$ cat src/rtl/uart_ctrl_pkg.sv
// Shared definitions for the UART echo controller: transmit FSM states
// and the default buffer depth / inter-byte gap.
package uart_ctrl_pkg;

  localparam int DEFAULT_DEPTH      = 8;
  localparam int DEFAULT_GAP_CYCLES = 0;
  localparam int GAP_CNT_W          = 16;

  typedef enum logic [1:0] {
    IDLE = 2'd0,
    LOAD = 2'd1,
    SEND = 2'd2,
    GAP  = 2'd3
  } tx_state_e;

endpackage

$ cat src/rtl/sync_fifo.sv
// Byte-wide synchronous FIFO with show-ahead read data. A push into a full
// FIFO is accepted when a pop happens in the same cycle.
module sync_fifo #(
  parameter  int DEPTH = 8,
  localparam int AW    = (DEPTH > 1) ? $clog2(DEPTH) : 1,
  localparam int CW    = $clog2(DEPTH) + 1
) (
  input  logic          clk_i,
  input  logic          rst_ni,
  input  logic          push_i,
  input  logic [7:0]    wdata_i,
  input  logic          pop_i,
  output logic [7:0]    rdata_o,
  output logic [CW-1:0] count_o,
  output logic          full_o
);

  logic [7:0]    mem_q [DEPTH];
  logic [AW-1:0] wr_ptr_q, wr_ptr_d;
  logic [AW-1:0] rd_ptr_q, rd_ptr_d;
  logic [CW-1:0] count_q, count_d;
  logic          push_ok, pop_ok;

  assign full_o  = (count_q == CW'(DEPTH));
  assign pop_ok  = pop_i && (count_q != '0);
  assign push_ok = push_i && (!full_o || pop_ok);
  assign rdata_o = mem_q[rd_ptr_q];
  assign count_o = count_q;

  // Next pointer/occupancy values; pointers wrap naturally since DEPTH is a power of two.
  always_comb begin
    wr_ptr_d = wr_ptr_q;
    rd_ptr_d = rd_ptr_q;
    count_d  = count_q;
    if (push_ok) wr_ptr_d = wr_ptr_q + 1'b1;
    if (pop_ok)  rd_ptr_d = rd_ptr_q + 1'b1;
    if (push_ok && !pop_ok)      count_d = count_q + 1'b1;
    else if (!push_ok && pop_ok) count_d = count_q - 1'b1;
  end

  // Pointer and occupancy registers, cleared by reset so buffered data is lost.
  always_ff @(posedge clk_i or negedge rst_ni) begin
    if (!rst_ni) begin
      wr_ptr_q <= '0;
      rd_ptr_q <= '0;
      count_q  <= '0;
    end else begin
      wr_ptr_q <= wr_ptr_d;
      rd_ptr_q <= rd_ptr_d;
      count_q  <= count_d;
    end
  end

  // Storage array; contents need no reset because occupancy gates every read.
  always_ff @(posedge clk_i) begin
    if (push_ok) mem_q[wr_ptr_q] <= wdata_i;
  end

endmodule

$ cat src/rtl/uart_fifo_ctrl.sv
// UART echo controller: buffers received bytes and feeds them back to the
// transmitter in arrival order, with an optional idle gap after each byte.
module uart_fifo_ctrl
  import uart_ctrl_pkg::*;
#(
  parameter int DEPTH      = DEFAULT_DEPTH,
  parameter int GAP_CYCLES = DEFAULT_GAP_CYCLES
) (
  input  logic                  sysclk,
  input  logic                  rst_n,
  input  logic                  rx_done_sig,
  input  logic [7:0]            rx_data,
  input  logic                  tx_done_sig,
  input  logic                  clr_overrun,
  output logic                  rx_en_sig,
  output logic                  tx_en_sig,
  output logic [7:0]            tx_data,
  output logic [$clog2(DEPTH):0] fifo_count,
  output logic                  overrun
);

  localparam int CW = $clog2(DEPTH) + 1;
  localparam logic [GAP_CNT_W-1:0] GAP_LAST =
    (GAP_CYCLES > 0) ? GAP_CNT_W'(GAP_CYCLES - 1) : '0;

  tx_state_e            state_q;
  logic                 tx_en_q;
  logic [7:0]           tx_data_q;
  logic [GAP_CNT_W-1:0] gap_cnt_q;
  logic                 overrun_q;
  logic                 rx_en_q;

  logic [CW-1:0] count;
  logic [7:0]    fifo_head;
  logic          fifo_full;
  logic          pop;
  logic          drop;

  // The transmitter only takes a byte from the buffer while it is idle.
  assign pop  = (state_q == IDLE) && (count != '0);
  assign drop = rx_done_sig && fifo_full && !pop;

  sync_fifo #(
    .DEPTH (DEPTH)
  ) u_fifo (
    .clk_i   (sysclk),
    .rst_ni  (rst_n),
    .push_i  (rx_done_sig),
    .wdata_i (rx_data),
    .pop_i   (pop),
    .rdata_o (fifo_head),
    .count_o (count),
    .full_o  (fifo_full)
  );

  // Transmit sequencer: pop into the data register, raise enable, hold until done, then optional gap.
  always_ff @(posedge sysclk or negedge rst_n) begin
    if (!rst_n) begin
      state_q   <= IDLE;
      tx_en_q   <= 1'b0;
      tx_data_q <= 8'h00;
      gap_cnt_q <= '0;
    end else begin
      case (state_q)
        IDLE: begin
          if (pop) begin
            tx_data_q <= fifo_head;
            state_q   <= LOAD;
          end
        end
        LOAD: begin
          tx_en_q <= 1'b1;
          state_q <= SEND;
        end
        SEND: begin
          if (tx_done_sig) begin
            tx_en_q <= 1'b0;
            if (GAP_CYCLES > 0) begin
              gap_cnt_q <= '0;
              state_q   <= GAP;
            end else begin
              state_q <= IDLE;
            end
          end
        end
        GAP: begin
          if (gap_cnt_q == GAP_LAST) begin
            gap_cnt_q <= '0;
            state_q   <= IDLE;
          end else begin
            gap_cnt_q <= gap_cnt_q + 1'b1;
          end
        end
        default: begin
          tx_en_q <= 1'b0;
          state_q <= IDLE;
        end
      endcase
    end
  end

  // Sticky drop flag and registered receive enable; a new drop wins over a clear.
  always_ff @(posedge sysclk or negedge rst_n) begin
    if (!rst_n) begin
      overrun_q <= 1'b0;
      rx_en_q   <= 1'b0;
    end else begin
      if (drop)             overrun_q <= 1'b1;
      else if (clr_overrun) overrun_q <= 1'b0;
      rx_en_q <= (count < CW'(DEPTH));
    end
  end

  assign rx_en_sig  = rx_en_q;
  assign tx_en_sig  = tx_en_q;
  assign tx_data    = tx_data_q;
  assign fifo_count = count;
  assign overrun    = overrun_q;

endmodule

$ cat config.mk
export PLATFORM = sky130hd
export DESIGN_NAME = uart_fifo_ctrl
export DESIGN_NICKNAME = d
export VERILOG_FILES = /design/src/rtl/uart_ctrl_pkg.sv /design/src/rtl/sync_fifo.sv /design/src/rtl/uart_fifo_ctrl.sv
export SDC_FILE = /design/constraint.sdc
export NUM_CORES = 1
export LEC_CHECK = 0
export CORE_ASPECT_RATIO = 0.9
export CORE_MARGIN = 3
export CORE_UTILIZATION = 60
export DETAILED_ROUTE_END_ITERATION = 6
export GPL_ROUTABILITY_DRIVEN = 0
export PLACE_DENSITY = 0.89
export SYNTH_ARGS = -nofsm -noshare
export SYNTH_HDL_FRONTEND = slang
export SYNTH_SLANG_ARGS = --single-unit
export TNS_END_PERCENT = 20
$ cat constraint.sdc
create_clock -name sysclk -period 4.2 [get_ports sysclk]
set_input_delay 0.63 -clock sysclk [delete_from_list [all_inputs] [get_ports sysclk]]
set_output_delay 0.63 -clock sysclk [all_outputs]
set_load 0.02 [all_outputs]
# Word-level counts from Yosys, hierarchy flattened
# Memories as Yosys holds them, arrays and structs flattened. A register that Yosys moved wholly into a read port is not among the register bits.
# Index checks and enable logic that the tools add are counted.
[totals]
register_bits = 31
ram_bits = 64
input_bits = 13
out_inout_bits = 15
elab_cells = 57
n_memories = 1
[op_classes]
addsub = 5
magnitude_cmp = 1
eq_ne = 7
mux = 13
reduce_logical = 22
[memory_table]
columns = ["name", "depth", "width", "read_ports", "rd_clocked_by_memory_dff", "wr", "line", "text"]
rows = [
  ["u_fifo.mem_q", 8, 8, 1, 1, 1, "sync_fifo.sv:18", "logic [7:0] mem_q [DEPTH];"],
]
[op_table]
columns = ["op", "n"]
rows = [
  ["16-bit by 1-bit adder with 16-bit output (second input constant)", 1],
  ["16-bit logical NOT", 1],
  ["16-bit 2-to-1 mux", 1],
  ["4-bit 2-to-1 mux", 2],
  ["2-bit case mux with 4 select lines", 1],
  ["1-bit logical AND", 7],
  ["3-bit by 1-bit adder with 3-bit output (second input constant)", 2],
  ["2-bit 2-to-1 mux", 3],
  ["2-bit inequality test (second input constant)", 3],
  ["2-bit nonzero test", 3],
  ["1-bit logical NOT", 5],
  ["1-bit 2-to-1 mux", 5],
  ["4-bit by 1-bit adder with 4-bit output (second input constant)", 1],
  ["2-bit equality test (second input constant)", 2],
  ["4-bit equality test (second input constant)", 1],
  ["4-bit less-than comparator (second input constant)", 1],
  ["2-bit AND reduction", 2],
  ["4-bit nonzero test", 1],
  ["4-bit by 1-bit subtractor with 4-bit output (second input constant)", 1],
  ["3-bit AND reduction", 1],
  ["2-bit by 1-bit equality test with 1-bit output (second input constant)", 1],
  ["2-bit logical NOT", 1],
  ["1-bit case mux with 2 select lines", 1],
  ["1-bit logical OR", 1],
]

# Depth between registers and ports, before layout
[depth]
ltp_word = 9
mapped_depth = 12
ltp_nobuf = 11

# Hierarchy
# From an unflattened synthesis, not the netlist that was laid out.
[unflattened]
hier_cells = 263
area_unflattened_um2 = 4311.6
[modules_own_cells]
columns = ["mod", "n_inst", "cells_each", "area_each_um2", "seq_area_each_um2"]
rows = [
  ["sync_fifo", 1, 155, 3051.7, 2172.1],
  ["uart_fifo_ctrl", 1, 108, 1260.0, 725.7],
]

# Worst setup path after synthesis
# Ideal clock, no wire load.
[synth_path]
path_kind = "register -> register"
start = "register u_fifo.count_q[0], in the netlist u_fifo.count_o[0]"
end = "register u_fifo.count_q[3], in the netlist u_fifo.count_o[3]"
setup_time_ns = 0.136
t_arrival_ns = 2.446
required_ns = 4.064
slack_ns = 1.618
stages_incl_launch_ff = 11
path_buffers = 1
period_less_slack_ns = 2.582
cell_sequence = "dfrtp_1 -> nor3_1 -> a211oi_1 -> buf_2 -> inv_1 -> ha_1 -> inv_1 -> ha_1 -> a21o_1 -> a2111oi_0 -> o31ai_1"
[synth_between]
elab_chain_len = 8
elab_cells_between_ends = 16
cone_classes = "2 x add/sub; 1 x eq/ne; 2 x mux; 11 x reduce/logical"
[synth_rtl]
columns = ["item", "line", "text"]
rows = [
  ["from (decl)", "sync_fifo.sv:21", "logic [CW-1:0] count_q, count_d;"],
  ["from (signal assigned)", "sync_fifo.sv:50", "count_q <= count_d;"],
  ["branches (longest 8 deep; another with 4-bit by 1-bit subtractor with 4-bit output)", "--", ""],
]
# Parallel ways; which one is timed is not known. The select of a mux whose other input is x is not followed.
# A chain may end at the register's enable or synchronous reset.

# Final worst setup path
[layout_path]
start = "register u_fifo.count_q[0], in the netlist u_fifo.count_o[0]"
end = "register u_fifo.count_q[3], in the netlist u_fifo.count_o[3]"
[layout_between]
elab_chain_len = 8
elab_cells_between_ends = 16
cone_classes = "2 x add/sub; 1 x eq/ne; 2 x mux; 11 x reduce/logical"
[layout_rtl]
columns = ["item", "line", "text"]
rows = [
  ["4-bit nonzero test", "sync_fifo.sv:25, uart_fifo_ctrl.sv:40", ""],
  ["1-bit logical AND", "uart_fifo_ctrl.sv:40", "assign pop = (state_q == IDLE) && (count != '0);"],
  ["1-bit logical AND", "sync_fifo.sv:25", "assign pop_ok = pop_i && (count_q != '0);"],
  ["1-bit logical OR (*)", "sync_fifo.sv:26", "assign push_ok = push_i && (!full_o || pop_ok);"],
  ["1-bit logical AND (*)", "sync_fifo.sv:26", ""],
  ["named net u_fifo.push_ok", "sync_fifo.sv:22", "logic push_ok, pop_ok;"],
  ["1-bit logical NOT", "sync_fifo.sv:38", "else if (!push_ok && pop_ok) count_d = count_q - 1'b1;"],
  ["1-bit logical AND", "sync_fifo.sv:38", ""],
  ["2-bit nonzero test (no source line)", "--", ""],
]
# The timed path passes the listed nets; every way through them passes the cells marked *. The select of a mux whose other input is x is not followed.

==> impl_metrics.tcl <==
set metrics [dict create \
    async_flop_share 0.379 \
    maxCapViolations 0 \
    post_cts_resized 0 \
    dpl_cell_area_sq_um 4650 \
    final_nets 328 \
    start_util 0.635 \
    final.setup.tns_ps 0 \
    drtPass1Iterations 4 \
    coreArea_sq_um 6760 \
    grtUsageTotal 0.200 \
    cts.sinks 103 \
    hold_violations 0 \
    grt_start_max_net_pins 40 \
    post_drt_wl_per_cell_um 18.0 \
    boundaryPins 28 \
    crit_path_max_fanout 5 \
    syn_nets 295 \
    outcome "completed" \
    routed_via_density 5.89 \
    setup_viol 0 \
    post-route-period-util 0.686 \
    die_h_um 86.3 \
    r2r-start "u_fifo.count_o[0]" \
    yosysTopAreaCellShare 0.447 \
    yosysSeqAreaShare 0.675 \
    synth_most_common_cell "edfxtp_1" \
    ys_ff_latch 103 \
    clock-root-buffer "clkbuf_8" \
    clkTransAtPathRegs_ps 110 \
    cts_tree "done" \
    wl_mm 7.22 \
    dieArea_sq_um 8210 \
    rr_endpoint "u_fifo.count_o[3]" \
    synth_warnings 0 \
    timing.hold.ws_ps 380 \
    yosys-top-cells-area "edfxtp_1 45%, dfrtp_1 23%, mux4_2 4.7%, mux4_1 4.3%, xnor2_1 2.7%" \
    final_max_slew_viol_count 0 \
    r2r_cells 10 \
    ys.flop_type "edfxtp_1" \
    netlist_area_sq_um 4300 \
    portBuffers 27 \
    critPathLaunchType "flop" \
    ys_types 41 \
    syn_to_final_growth_pct 13.1 \
    drc 0 \
    critPathKind "reg2reg" \
    ant_nets 0 \
    end_kind "flop" \
    hp-class "in2async" \
    cts.path.max_buffers 2 \
    maxSlewHeadroom 0.368 \
    synth_edf_count 64 \
    yosysTopAreaCell "edfxtp_1" \
    postCtsHoldBufs 0 \
    cp.required_ps 4440 \
    antenna_found_initial 0 \
    drive_gt1_frac 0.125 \
    grt-ovfl-total 0 \
    p_leak_nw 1.83 \
    grt_pass1_vias 2347 \
    cp-startpoint "u_fifo.count_o[0]" \
    dr.first_iter.drc_count 149 \
    min_period_ps 2880 \
    yosys-top-cells-count "64 x edfxtp_1, 39 x dfrtp_1, 15 x a21oi_1, 15 x nand2_1, 15 x nor2_1" \
    vias 2366 \
    fin_util 0.718 \
    n_antenna_cell 0 \
    p_per_area_nw_per_um2 644 \
    post_cts_buffers 0 \
    fin_skew_ps 10.1 \
    worst_pin_slew_ps 948 \
    ir_drop_uv 368 \
    htree_levels 3 \
    r2r_slack_ps 1320 \
    fin_area_sq_um 4860 \
    rows 28 \
    rsz0062_at_grt "false" \
    syn_inst 274 \
    numCtsBuffers 9 \
    fmax_mhz 347 \
    cp_data_arrival_time_ps 3120 \
    power_mw 3.13 \
    syn_avg_cell_area_sq_um 15.7 \
    dieWidth_um 95.2 \
    grt_first_pass_wirelength_mm 12.0 \
    cp-endpoint "u_fifo.count_o[3]" \
    clk_latency_ps 360 \
    hpwl_mm 4.91 \
]
==> layout make-up <==
| cell class | instances | area [sq um] |
|---|---|---|
| Sequential cell | 103 | 2900 |
| Fill cell | 413 | 1900 |
| Multi-Input combinational cell | 149 | 1290 |
| Timing Repair Buffer | 33 | 310 |
| Clock buffer | 9 | 124 |
| Tap cell | 90 | 113 |
| Clock inverter | 7 | 85.1 |
| Inverter | 11 | 41.3 |
==> worst max-delay path, cell delays in order, from the launching register on <==
cell       delay [ps]
dfrtp_1           470
nor3_1            310
nand2_1           120
nand2_1           180
inv_1             150
ha_1              270
inv_1             170
ha_1              250
a21o_1            210
a2111oi_0         500
o31ai_1           150
==> where the power goes <==
part,switching [mW],total (mW),internal (mW)
clock,0.372,0.613,0.240
sequential,0.228,1.52,1.29
combinational,0.482,1.00,0.519
==> sequential cells by signal, summed over array words and instances, names as in the netlist <==
name	cells
overrun	1
rx_en_sig	1
tx_en_sig	1
gap_cnt_q	16
tx_data	8
u_fifo.count_o	4
u_fifo.wr_ptr_q	3
u_fifo.rd_ptr_q	3
u_fifo.mem_q	64
state_q	2
==> how the worst min path moves through the flow <==
stage,end,cells past startpoint
floorplan,gap_cnt_q[0],0
global placement,gap_cnt_q[15],1
detailed placement,gap_cnt_q[13],1
CTS,gap_cnt_q[12],1
global route,tx_data[0],1
finish,gap_cnt_q[11],1
==> kinds of logic after synthesis <==
kind of cell | after synthesis | synth area share
fa+ha+maj | 8 | 0.0251
simple gates | 66 | 0.0810
buf+inv | 22 | 0.0271
compound gates | 31 | 0.0408
xor+xnor | 16 | 0.0326
mux | 28 | 0.119
flops | 103 | 0.675
==> cells in the final DEF (no fill, tap or decap), types with 2 or more instances in the layout <==
cell type        count
inv_1               11
xnor2_1             13
mux2_2               3
nor4_1               4
clkbuf_8             9
nor2_1              15
mux2i_1              9
mux4_2               9
buf_4                6
and3_1               2
dfrtp_1             39
nand4_1              5
xor2_1               3
nor3_1              10
nand2_1             15
o21ai_0              7
mux4_1               7
edfxtp_1            64
clkinv_8             2
ha_1                 7
o22ai_1              2
nand2b_1             2
clkdlybuf4s50_1     26
nand3_1              6
a21o_1               2
a21oi_1             15
==> metal layers <==
| layer | GRT usage | share of wire |
|---|---|---|
| met5 | 0 | 0 |
| met4 | 0.0446 | 0.012 |
| met3 | 0.0642 | 0.048 |
| met2 | 0.315 | 0.51 |
| met1 | 0.278 | 0.43 |
==> stage by stage <==
| step | setup WS, ps | instances |
|---|---|---|
| global route | 1070 | 402 |
| global placement | 1330 | 386 |
| CTS | 1320 | 402 |
| finish | 1320 | 402 |
| floorplan | 1620 | 274 |
| detailed placement | 1130 | 386 |
Power figures use the tool's default switching activity.
